File: src/rtl/pipe_hazard_ctrl_if.sv
// pipe_hazard_ctrl_if: ID-stage hazard inputs and pipeline-control outputs.
interface pipe_hazard_ctrl_if #(
  parameter int REG_AW = 5,
  parameter int CNT_W  = 16
);
  logic              id_valid;
  logic [REG_AW-1:0] id_rs1;
  logic [REG_AW-1:0] id_rs2;
  logic [REG_AW-1:0] id_rd;
  logic              id_use_rs1;
  logic              id_use_rs2;
  logic              id_reg_write;
  logic              id_mem_read;
  logic              ex_branch_taken;
  logic              mem_busy;
  logic              stall_if;
  logic              stall_id;
  logic              bubble_ex;
  logic              flush_ifid;
  logic              flush_idex;
  logic [1:0]        fwd_a;
  logic [1:0]        fwd_b;
  logic              id_byp_a;
  logic              id_byp_b;
  logic [CNT_W-1:0]  stall_cnt;
  logic [CNT_W-1:0]  flush_cnt;
  modport master (
    output id_valid, id_rs1, id_rs2, id_rd, id_use_rs1, id_use_rs2, id_reg_write, id_mem_read,
           ex_branch_taken, mem_busy,
    input  stall_if, stall_id, bubble_ex, flush_ifid, flush_idex, fwd_a, fwd_b, id_byp_a, id_byp_b,
           stall_cnt, flush_cnt
  );
  modport slave (
    input  id_valid, id_rs1, id_rs2, id_rd, id_use_rs1, id_use_rs2, id_reg_write, id_mem_read,
           ex_branch_taken, mem_busy,
    output stall_if, stall_id, bubble_ex, flush_ifid, flush_idex, fwd_a, fwd_b, id_byp_a, id_byp_b,
           stall_cnt, flush_cnt
  );
endinterface

File: src/rtl/pipe_hazard_ctrl.sv
// pipe_hazard_ctrl: forwarding, load-use/RAW interlock, branch flush and freeze control for a 5-stage pipe.
module pipe_hazard_ctrl #(
  parameter int REG_AW = 5,
  parameter int FWD_EN = 1,
  parameter int CNT_W  = 16
) (
  input logic clk,
  input logic reset,
  pipe_hazard_ctrl_if.slave bus
);
  typedef struct packed {
    logic              v;
    logic [REG_AW-1:0] rd;
    logic              rw;
    logic              mr;
    logic [REG_AW-1:0] rs1;
    logic [REG_AW-1:0] rs2;
    logic              u1;
    logic              u2;
  } stg_t;
  localparam logic [CNT_W-1:0] CMAX = '1;
  stg_t ex_q, ex_d, mem_q, mem_d, wb_q, wb_d;
  logic [CNT_W-1:0] stall_cnt_q, stall_cnt_d, flush_cnt_q, flush_cnt_d;
  logic ex_wr, mem_wr, wb_wr, lu, il, h, fl, hz;
  logic unused_wb;
  function automatic logic hit(input logic [REG_AW-1:0] rd, input logic [REG_AW-1:0] rs1,
                               input logic [REG_AW-1:0] rs2, input logic u1, input logic u2);
    return (u1 && rd == rs1) || (u2 && rd == rs2);
  endfunction
  assign unused_wb = ^{wb_q.mr, wb_q.rs1, wb_q.rs2, wb_q.u1, wb_q.u2};
  always_comb begin
    ex_wr  = ex_q.v && ex_q.rw && ex_q.rd != '0;
    mem_wr = mem_q.v && mem_q.rw && mem_q.rd != '0;
    wb_wr  = wb_q.v && wb_q.rw && wb_q.rd != '0;
    lu = bus.id_valid && ex_wr && ex_q.mr
         && hit(ex_q.rd, bus.id_rs1, bus.id_rs2, bus.id_use_rs1, bus.id_use_rs2);
    il = bus.id_valid
         && ((ex_wr && hit(ex_q.rd, bus.id_rs1, bus.id_rs2, bus.id_use_rs1, bus.id_use_rs2))
          || (mem_wr && hit(mem_q.rd, bus.id_rs1, bus.id_rs2, bus.id_use_rs1, bus.id_use_rs2)));
    h  = (FWD_EN != 0) ? lu : il;
    // freeze outranks flush: a held branch re-presents its flush once memory is ready
    fl = !bus.mem_busy && bus.ex_branch_taken;
    hz = !bus.mem_busy && !bus.ex_branch_taken && h;
    bus.stall_if   = bus.mem_busy || hz;
    bus.stall_id   = bus.mem_busy || hz;
    bus.bubble_ex  = hz;
    bus.flush_ifid = fl;
    bus.flush_idex = fl;
    bus.fwd_a = (FWD_EN == 0) ? 2'b00
              : (mem_wr && ex_q.u1 && mem_q.rd == ex_q.rs1) ? 2'b10
              : (wb_wr && ex_q.u1 && wb_q.rd == ex_q.rs1) ? 2'b01 : 2'b00;
    bus.fwd_b = (FWD_EN == 0) ? 2'b00
              : (mem_wr && ex_q.u2 && mem_q.rd == ex_q.rs2) ? 2'b10
              : (wb_wr && ex_q.u2 && wb_q.rd == ex_q.rs2) ? 2'b01 : 2'b00;
    bus.id_byp_a  = wb_wr && bus.id_use_rs1 && wb_q.rd == bus.id_rs1;
    bus.id_byp_b  = wb_wr && bus.id_use_rs2 && wb_q.rd == bus.id_rs2;
    bus.stall_cnt = stall_cnt_q;
    bus.flush_cnt = flush_cnt_q;
    ex_d  = bus.mem_busy ? ex_q : (fl || hz) ? '0
          : {bus.id_valid, bus.id_rd, bus.id_reg_write, bus.id_mem_read,
             bus.id_rs1, bus.id_rs2, bus.id_use_rs1, bus.id_use_rs2};
    mem_d = bus.mem_busy ? mem_q : ex_q;
    wb_d  = bus.mem_busy ? wb_q : mem_q;
    stall_cnt_d = (hz && stall_cnt_q != CMAX) ? stall_cnt_q + CNT_W'(1) : stall_cnt_q;
    flush_cnt_d = (fl && flush_cnt_q != CMAX) ? flush_cnt_q + CNT_W'(1) : flush_cnt_q;
  end
  always_ff @(posedge clk) begin
    if (!reset) begin
      ex_q        <= '0;
      mem_q       <= '0;
      wb_q        <= '0;
      stall_cnt_q <= '0;
      flush_cnt_q <= '0;
    end else begin
      ex_q        <= ex_d;
      mem_q       <= mem_d;
      wb_q        <= wb_d;
      stall_cnt_q <= stall_cnt_d;
      flush_cnt_q <= flush_cnt_d;
    end
  end
endmodule

File: src/flat_wrapper.sv
// flat-port wrapper written by rule: the top's interface ports become plain ports
module pipe_hazard_ctrl_flat 
#(
  parameter int REG_AW = 5,
  parameter int FWD_EN = 1,
  parameter int CNT_W  = 16
)
  (clk, reset, bus_id_valid, bus_id_rs1, bus_id_rs2, bus_id_rd, bus_id_use_rs1, bus_id_use_rs2, bus_id_reg_write, bus_id_mem_read, bus_ex_branch_taken, bus_mem_busy, bus_stall_if, bus_stall_id, bus_bubble_ex, bus_flush_ifid, bus_flush_idex, bus_fwd_a, bus_fwd_b, bus_id_byp_a, bus_id_byp_b, bus_stall_cnt, bus_flush_cnt);
  pipe_hazard_ctrl_if #(.REG_AW(REG_AW), .CNT_W(CNT_W)) bus_i ();
  input logic clk;
  input logic reset;
  input wire logic [$bits(bus_i.id_valid)-1:0] bus_id_valid;
  input wire logic [$bits(bus_i.id_rs1)-1:0] bus_id_rs1;
  input wire logic [$bits(bus_i.id_rs2)-1:0] bus_id_rs2;
  input wire logic [$bits(bus_i.id_rd)-1:0] bus_id_rd;
  input wire logic [$bits(bus_i.id_use_rs1)-1:0] bus_id_use_rs1;
  input wire logic [$bits(bus_i.id_use_rs2)-1:0] bus_id_use_rs2;
  input wire logic [$bits(bus_i.id_reg_write)-1:0] bus_id_reg_write;
  input wire logic [$bits(bus_i.id_mem_read)-1:0] bus_id_mem_read;
  input wire logic [$bits(bus_i.ex_branch_taken)-1:0] bus_ex_branch_taken;
  input wire logic [$bits(bus_i.mem_busy)-1:0] bus_mem_busy;
  output wire logic [$bits(bus_i.stall_if)-1:0] bus_stall_if;
  output wire logic [$bits(bus_i.stall_id)-1:0] bus_stall_id;
  output wire logic [$bits(bus_i.bubble_ex)-1:0] bus_bubble_ex;
  output wire logic [$bits(bus_i.flush_ifid)-1:0] bus_flush_ifid;
  output wire logic [$bits(bus_i.flush_idex)-1:0] bus_flush_idex;
  output wire logic [$bits(bus_i.fwd_a)-1:0] bus_fwd_a;
  output wire logic [$bits(bus_i.fwd_b)-1:0] bus_fwd_b;
  output wire logic [$bits(bus_i.id_byp_a)-1:0] bus_id_byp_a;
  output wire logic [$bits(bus_i.id_byp_b)-1:0] bus_id_byp_b;
  output wire logic [$bits(bus_i.stall_cnt)-1:0] bus_stall_cnt;
  output wire logic [$bits(bus_i.flush_cnt)-1:0] bus_flush_cnt;
  assign bus_i.id_valid = bus_id_valid;
  assign bus_i.id_rs1 = bus_id_rs1;
  assign bus_i.id_rs2 = bus_id_rs2;
  assign bus_i.id_rd = bus_id_rd;
  assign bus_i.id_use_rs1 = bus_id_use_rs1;
  assign bus_i.id_use_rs2 = bus_id_use_rs2;
  assign bus_i.id_reg_write = bus_id_reg_write;
  assign bus_i.id_mem_read = bus_id_mem_read;
  assign bus_i.ex_branch_taken = bus_ex_branch_taken;
  assign bus_i.mem_busy = bus_mem_busy;
  assign bus_stall_if = bus_i.stall_if;
  assign bus_stall_id = bus_i.stall_id;
  assign bus_bubble_ex = bus_i.bubble_ex;
  assign bus_flush_ifid = bus_i.flush_ifid;
  assign bus_flush_idex = bus_i.flush_idex;
  assign bus_fwd_a = bus_i.fwd_a;
  assign bus_fwd_b = bus_i.fwd_b;
  assign bus_id_byp_a = bus_i.id_byp_a;
  assign bus_id_byp_b = bus_i.id_byp_b;
  assign bus_stall_cnt = bus_i.stall_cnt;
  assign bus_flush_cnt = bus_i.flush_cnt;
  pipe_hazard_ctrl #(.REG_AW(REG_AW), .FWD_EN(FWD_EN), .CNT_W(CNT_W)) u_core (.clk(clk), .reset(reset), .bus(bus_i));
endmodule
File: config.mk
export PLATFORM = sky130hd
export DESIGN_NAME = pipe_hazard_ctrl_flat
export DESIGN_NICKNAME = d
export VERILOG_FILES = /design/src/rtl/pipe_hazard_ctrl_if.sv /design/src/rtl/pipe_hazard_ctrl.sv /design/src/flat_wrapper.sv
export SDC_FILE = /design/constraint.sdc
export NUM_CORES = 1
export LEC_CHECK = 0
export ABC_AREA = 1
export CAP_MARGIN = 20
export CORE_ASPECT_RATIO = 1.75
export CORE_MARGIN = 1
export CORE_UTILIZATION = 53
export DETAILED_ROUTE_END_ITERATION = 10
export PLACE_DENSITY = 0.8
export SLEW_MARGIN = 20
export SYNTH_ARGS = -nofsm -noshare
export SYNTH_HDL_FRONTEND = slang
export SYNTH_SLANG_ARGS = --single-unit
File: constraint.sdc
create_clock -name clk -period 1.9 [get_ports clk]
set_input_delay 0.38 -clock clk [delete_from_list [all_inputs] [get_ports clk]]
set_output_delay 0.38 -clock clk [all_outputs]
set_load 0.005 [all_outputs]
# Word level (Yosys, flattened, before mapping)
# Cells that the tools add are included.
word_totals:
  output_inout_bits: 43
  regBits: 66
classes:
  n_eq_ne: 10
  n_reduce_logical: 36
  muxes: 5
  add_sub_neg: 2
ops:
  columns: ["operator", "count"]
  rows:
  - ["5-bit equality test", 8]
  - ["16-bit by 1-bit adder with 16-bit output (second input constant)", 2]
  - ["16-bit != test (second input constant)", 2]
  - ["1-bit logical AND", 28]
  - ["20-bit two-way mux", 1]
  - ["5-bit nonzero test", 3]
  - ["2-bit two-way mux", 2]
  - ["1-bit logical OR", 3]
  - ["1-bit zero test", 2]
  - ["1-bit two-way mux", 2]

# Longest topological paths before layout
depth:
  ltp_word: 8
  ltp_mapped: 12
  ltp_nobuf: 12

# Worst setup path before layout
# No wires, ideal clock.
synth_timing:
  kind: "input to output"
  startpoint: "in bus_id_valid"
  endpoint: "out bus_stall_if"
  setup_slack_ns: 0.232
  path_stages: 8
  arrival_ns: 1.288
  required_ns: 1.520
  path_cell_list: "inv_1 -> nor2_1 -> nand4_1 -> nor2_4 -> buf_6 -> a21oi_1 -> inv_1 -> buf_4"
synth_via:
  elab_chain_cells: 5
synth_rtl:
  columns: ["element", "line_no", "rtl"]
  rows:
  - ["start: declaration", "flat_wrapper.sv:12", "input wire logic [$bits(bus_i.id_valid)-1:0] bus_id_valid;"]
  - ["1-bit logical AND (2 in series)", "pipe_hazard_ctrl.sv:35", "lu = bus.id_valid && ex_wr && ex_q.mr"]
  - ["1-bit logical AND", "pipe_hazard_ctrl.sv:36", "&& hit(ex_q.rd, bus.id_rs1, bus.id_rs2, bus.id_use_rs1, bus.id_use_rs2);"]
  - ["1-bit logical AND", "pipe_hazard_ctrl.sv:43", "hz = !bus.mem_busy && !bus.ex_branch_taken && h;"]
  - ["1-bit logical OR", null, null]
  - ["end: declaration", "flat_wrapper.sv:22", "output wire logic [$bits(bus_i.stall_if)-1:0] bus_stall_if;"]
# No other way between the ends.

# Final worst setup path
layout_timing:
  startpoint: "reg u_core.mem_q[16] in the netlist's numbering"
  endpoint: "out bus_fwd_a[0]"
layout_via:
  elab_chain_cells: 5
layout_rtl:
  columns: ["element", "line_no", "rtl"]
  rows:
  - ["start: declaration", "pipe_hazard_ctrl.sv:22", "stg_t ex_q, ex_d, mem_q, mem_d, wb_q, wb_d;"]
  - ["start signal: assignment", "pipe_hazard_ctrl.sv:76", "mem_q <= mem_d;"]
  - ["5-bit nonzero test", "pipe_hazard_ctrl.sv:33", "mem_wr = mem_q.v && mem_q.rw && mem_q.rd != '0;"]
  - ["1-bit logical AND", "pipe_hazard_ctrl.sv:33", null]
  - ["1-bit logical AND", "pipe_hazard_ctrl.sv:50", ": (mem_wr && ex_q.u1 && mem_q.rd == ex_q.rs1) ? 2'b10"]
  - ["1-bit logical AND (*)", "pipe_hazard_ctrl.sv:50", null]
  - ["2-bit two-way mux (*)", "pipe_hazard_ctrl.sv:50", null]
  - ["end: declaration", "flat_wrapper.sv:27", "output wire logic [$bits(bus_i.fwd_a)-1:0] bus_fwd_a;"]
# Every way passes the cells marked *; elsewhere a longest branch is shown, timed or not.

==> impl_results.md <==
* WP buf/inv at 1
* Total wire length at 12.7 mm
* Most used routing layer: met2
* DRC viols at 0
* Post-synth top area share at 35.2%
* Internal power at 2930 µW
* Post-route ant nets at 0
* Min cycle time layout at approximately 2000 ps
* Initial Util at 54.7%
* Ant. Diodes at 0
* Rel. slew slack at about 65%
* Depth of the CTS H-tree at 3
* Max Freq at 0.511 GHz
* Post-DR vias/cell at a little under 6
* Peak per-stage delay on the critical path at ~360 ps
* Area leader, netlist: dfxtp_1
* GR Layer Usage met3 at 6.96%
* GR Layer Usage met1 at about 32%
* Top cells by count, synth: nand2_1, nor2_1, dfxtp_1, inv_1, a21oi_1
* NumNets Final at 700
* Failing checks: setup timing
* Pleak at 0.00230 µW
* CP Launch Type: register
* CP endpoint kind: output pin
* HP Class: in2reg
* Sw Ratio at 24.6%
* RSZ-0062 raised after global routing: yes
* Clock power frac at between 40% and 50%
* Synthesized area per cell at about 6.7 µm²
* Required @ worst endpoint at 1520 ps
* Top post-synthesis cells by area: dfxtp_1, nand2_1, nor2_1
* Syn. warnings at 0
* CTS buffer count at 9
* Pwr Density at just over 700 nW/µm²
* Vias post-DR at about 4400
* Distinct cell type count of the synthesized netlist at 36
* Post-synth top flop: dfxtp_1
* Mapped Cells at 563
* Register area share after synthesis at about a third
* TritonCTS clock tree: done
* Fin Setup TNS at -156 ps
* Final core utilization at 79.6%
* Worst hold slack at 464 ps
* Measured slew at the worst slew-check pin at 515 ps
* Crit Reg-Reg Startpoint: u_core.bus.flush_cnt[0]$_SDFFE_PN0P_
* Die H at 113 µm
* Placeable Area at 6860 µm²
* Setup Skew at 8.19 ps
* Switching pwr at between 900 and 1000 µW
* Tcrit/Tclk final at 103%
* Die W at 65.6 µm
* Combinational Power Share at 13.6%
* Total global-route track usage at around 34%
* Clk Tree Root Cell: clkbuf_16
* EDFF count, synth at 0
* Final hold violation count at 0
* Most numerous cell in the Yosys netlist: nand2_1
* Critical-path top delay cell: dfxtp_4
* CP Class: reg2out
* Initial antenna violation count at 0
* Global-route wire length before repair at between 15 and 20 mm
* Clock buffer depth at 2
* Max cap viols at 0
* CP Capture Point: bus_fwd_a[0]
* Total power at 3880 µW
* Drt first pass iters at 7
* Yosys reg bits at 66
* Routability cong. at 0.945
* GRT overflow at 0
* Outcome: finished, violations left
* Worst-path cell chain: xnor2_1 -> nand4_1 -> nor4_4 -> nor2_1 -> buf_2
* Filler cell count at 481
* Critical Path Start: u_core.mem_q[16]$_SDFFE_PN0N_
* Largest net degree at the start of global routing at 31
* Maximum vdd drop at 0.680 mV
* Clk Latency, worst-skew pair at 340 ps
* Clk slew on worst S/H paths at around 50 ps
* PortBufs at 66
* Worst Reg-to-Reg Cells at 10
* M2 GR Usage at a little over three fifths
* Worst reg-to-reg setup slack at 130 ps
* Area grow syn2layout at 45.4%
* Die area at 7430 µm²
* Synthesized area at around 3800 µm²
* Vias in the first global route at 4157
* Levels on crit path at 5
* Dpl hpwl at 8.01 mm
* Synth async-reset ratio at 0%
* Share of layout cells above drive strength 1 at 25.8%
* Final setup viols at 5
* Rows at 40
* Setup WS post-layout at -58.4 ps
* Crit path max-delay family: simple AND/OR/NAND/NOR gates
* Wire length per cell at 16.7 µm
* Final Max Tran Viols at 0
* Worst reg2reg path endpoint: u_core.bus.flush_cnt[0]$_SDFFE_PN0P_
* Clock sinks at 66
* CP Data Arrival Time at 1580 ps
* I/O pin cnt at 67
* Crit-path max FO at 4
* Mapped Nets at 589
* Flop pwr share at 38.2%
* Initial DRC Count at 252
[how the worst min path moves through the flow]
stage | start | endpoint | cells past startpoint
6_report | bus_mem_busy | u_core.mem_q[13]$_SDFFE_PN0N_ | 4
5_1_grt | bus_mem_busy | u_core.mem_q[13]$_SDFFE_PN0N_ | 4
4_1_cts | u_core.ex_q[13]$_SDFFE_PN0N_ | u_core.ex_q[13]$_SDFFE_PN0N_ | 2
3_5_place_dp | u_core.ex_q[10]$_SDFFE_PN0N_ | u_core.ex_q[10]$_SDFFE_PN0N_ | 2
3_3_place_gp | u_core.ex_q[13]$_SDFFE_PN0N_ | u_core.ex_q[13]$_SDFFE_PN0N_ | 2
2_1_floorplan | u_core.ex_q[13]$_SDFFE_PN0N_ | u_core.ex_q[13]$_SDFFE_PN0N_ | 2
[worst min-delay path, cell delays in order]
cell and delay [ps]:
buf_2 160, nor2_4 50, a21oi_1 100, nor2_1 50
[power by group through the flow]
stage / clock, µW / sequential (µW) / combinational [µW]
after detailed placement: 0 / 1500 / 427
final: 1870 / 1480 / 527
after global routing: 1950 / 1490 / 561
after CTS: 1870 / 1470 / 473
after floorplan: 0 / 1490 / 228
after global placement: 0 / 1500 / 420
[cells by family (layout without fill, tap and decap cells)]
kind of cell	Yosys count	after routing	synth area share, %
buf+inv	100	216	11.4
xor+xnor	18	18	4.20
compound gates	85	85	12.2
flops	66	66	35.2
simple gates	292	292	36.3
fa+ha+maj	2	2	0.667
[through the flow]
step | instance area [µm²] | setup WS, ps | cells
5_1_grt | 5460 | -148 | 763
6_report | 5460 | -58.4 | 763
3_5_place_dp | 4780 | -659 | 740
4_1_cts | 5290 | -10.8 | 761
3_3_place_gp | 4780 | -666 | 740
2_1_floorplan | 3750 | 232 | 563
[layout by cell type, fill, tap and decap left out, drive strengths merged, types with 4 or more instances in the layout]
cell / Yosys / routed
a21oi: 41 / 41
buf: 12 / 69
clkbuf: 14 / 12
clkdlybuf4s50: 0 / 43
dfxtp: 66 / 66
dlygate4sd2: 0 / 12
inv: 73 / 74
nand2: 141 / 141
nand3: 16 / 16
nand4: 41 / 41
nor2: 78 / 78
nor3: 9 / 9
nor4: 5 / 5
o211ai: 4 / 4
o21ai: 33 / 33
xnor2: 14 / 14
xor2: 4 / 4
[registers in the layout (all words and copies together), names as in the netlist]
register / count
u_core.ex_q: 20
u_core.bus.flush_cnt: 16
u_core.bus.stall_cnt: 16
u_core.mem_q: 7
u_core.wb_q: 7
[what timing repair did]
item	4_1_cts	5_1_grt
hold buffers	0	0
endpoints found under the setup margin	15	17
buffers inserted	4	3
resized for setup	102	48
pin swaps	20	24
cloned	1	0
[final cells by class]
class | instances | area (µm²) | area share [%]
sequential | 66 | 1370 | 25.1
timing repair buffer | 126 | 1140 | 20.9
clock buffer | 12 | 267 | 4.88
multi-input combinational | 397 | 2210 | 40.5
clock inverter | 4 | 72.6 | 1.33
tap | 84 | 105 | 1.93
inverter | 74 | 293 | 5.37
[per-layer routing]
metal  vias to the layer above  part of all wire [%]  routed length [µm]
met5                         -                     0                   0
met4                         0                   5.8                 744
met3                        78                   5.7                 719
met2                       232                    54                6870
met1                      2045                    34                4390
li1                       2054                     -                   -
No activity file was read; power rests on OpenSTA's default activity.
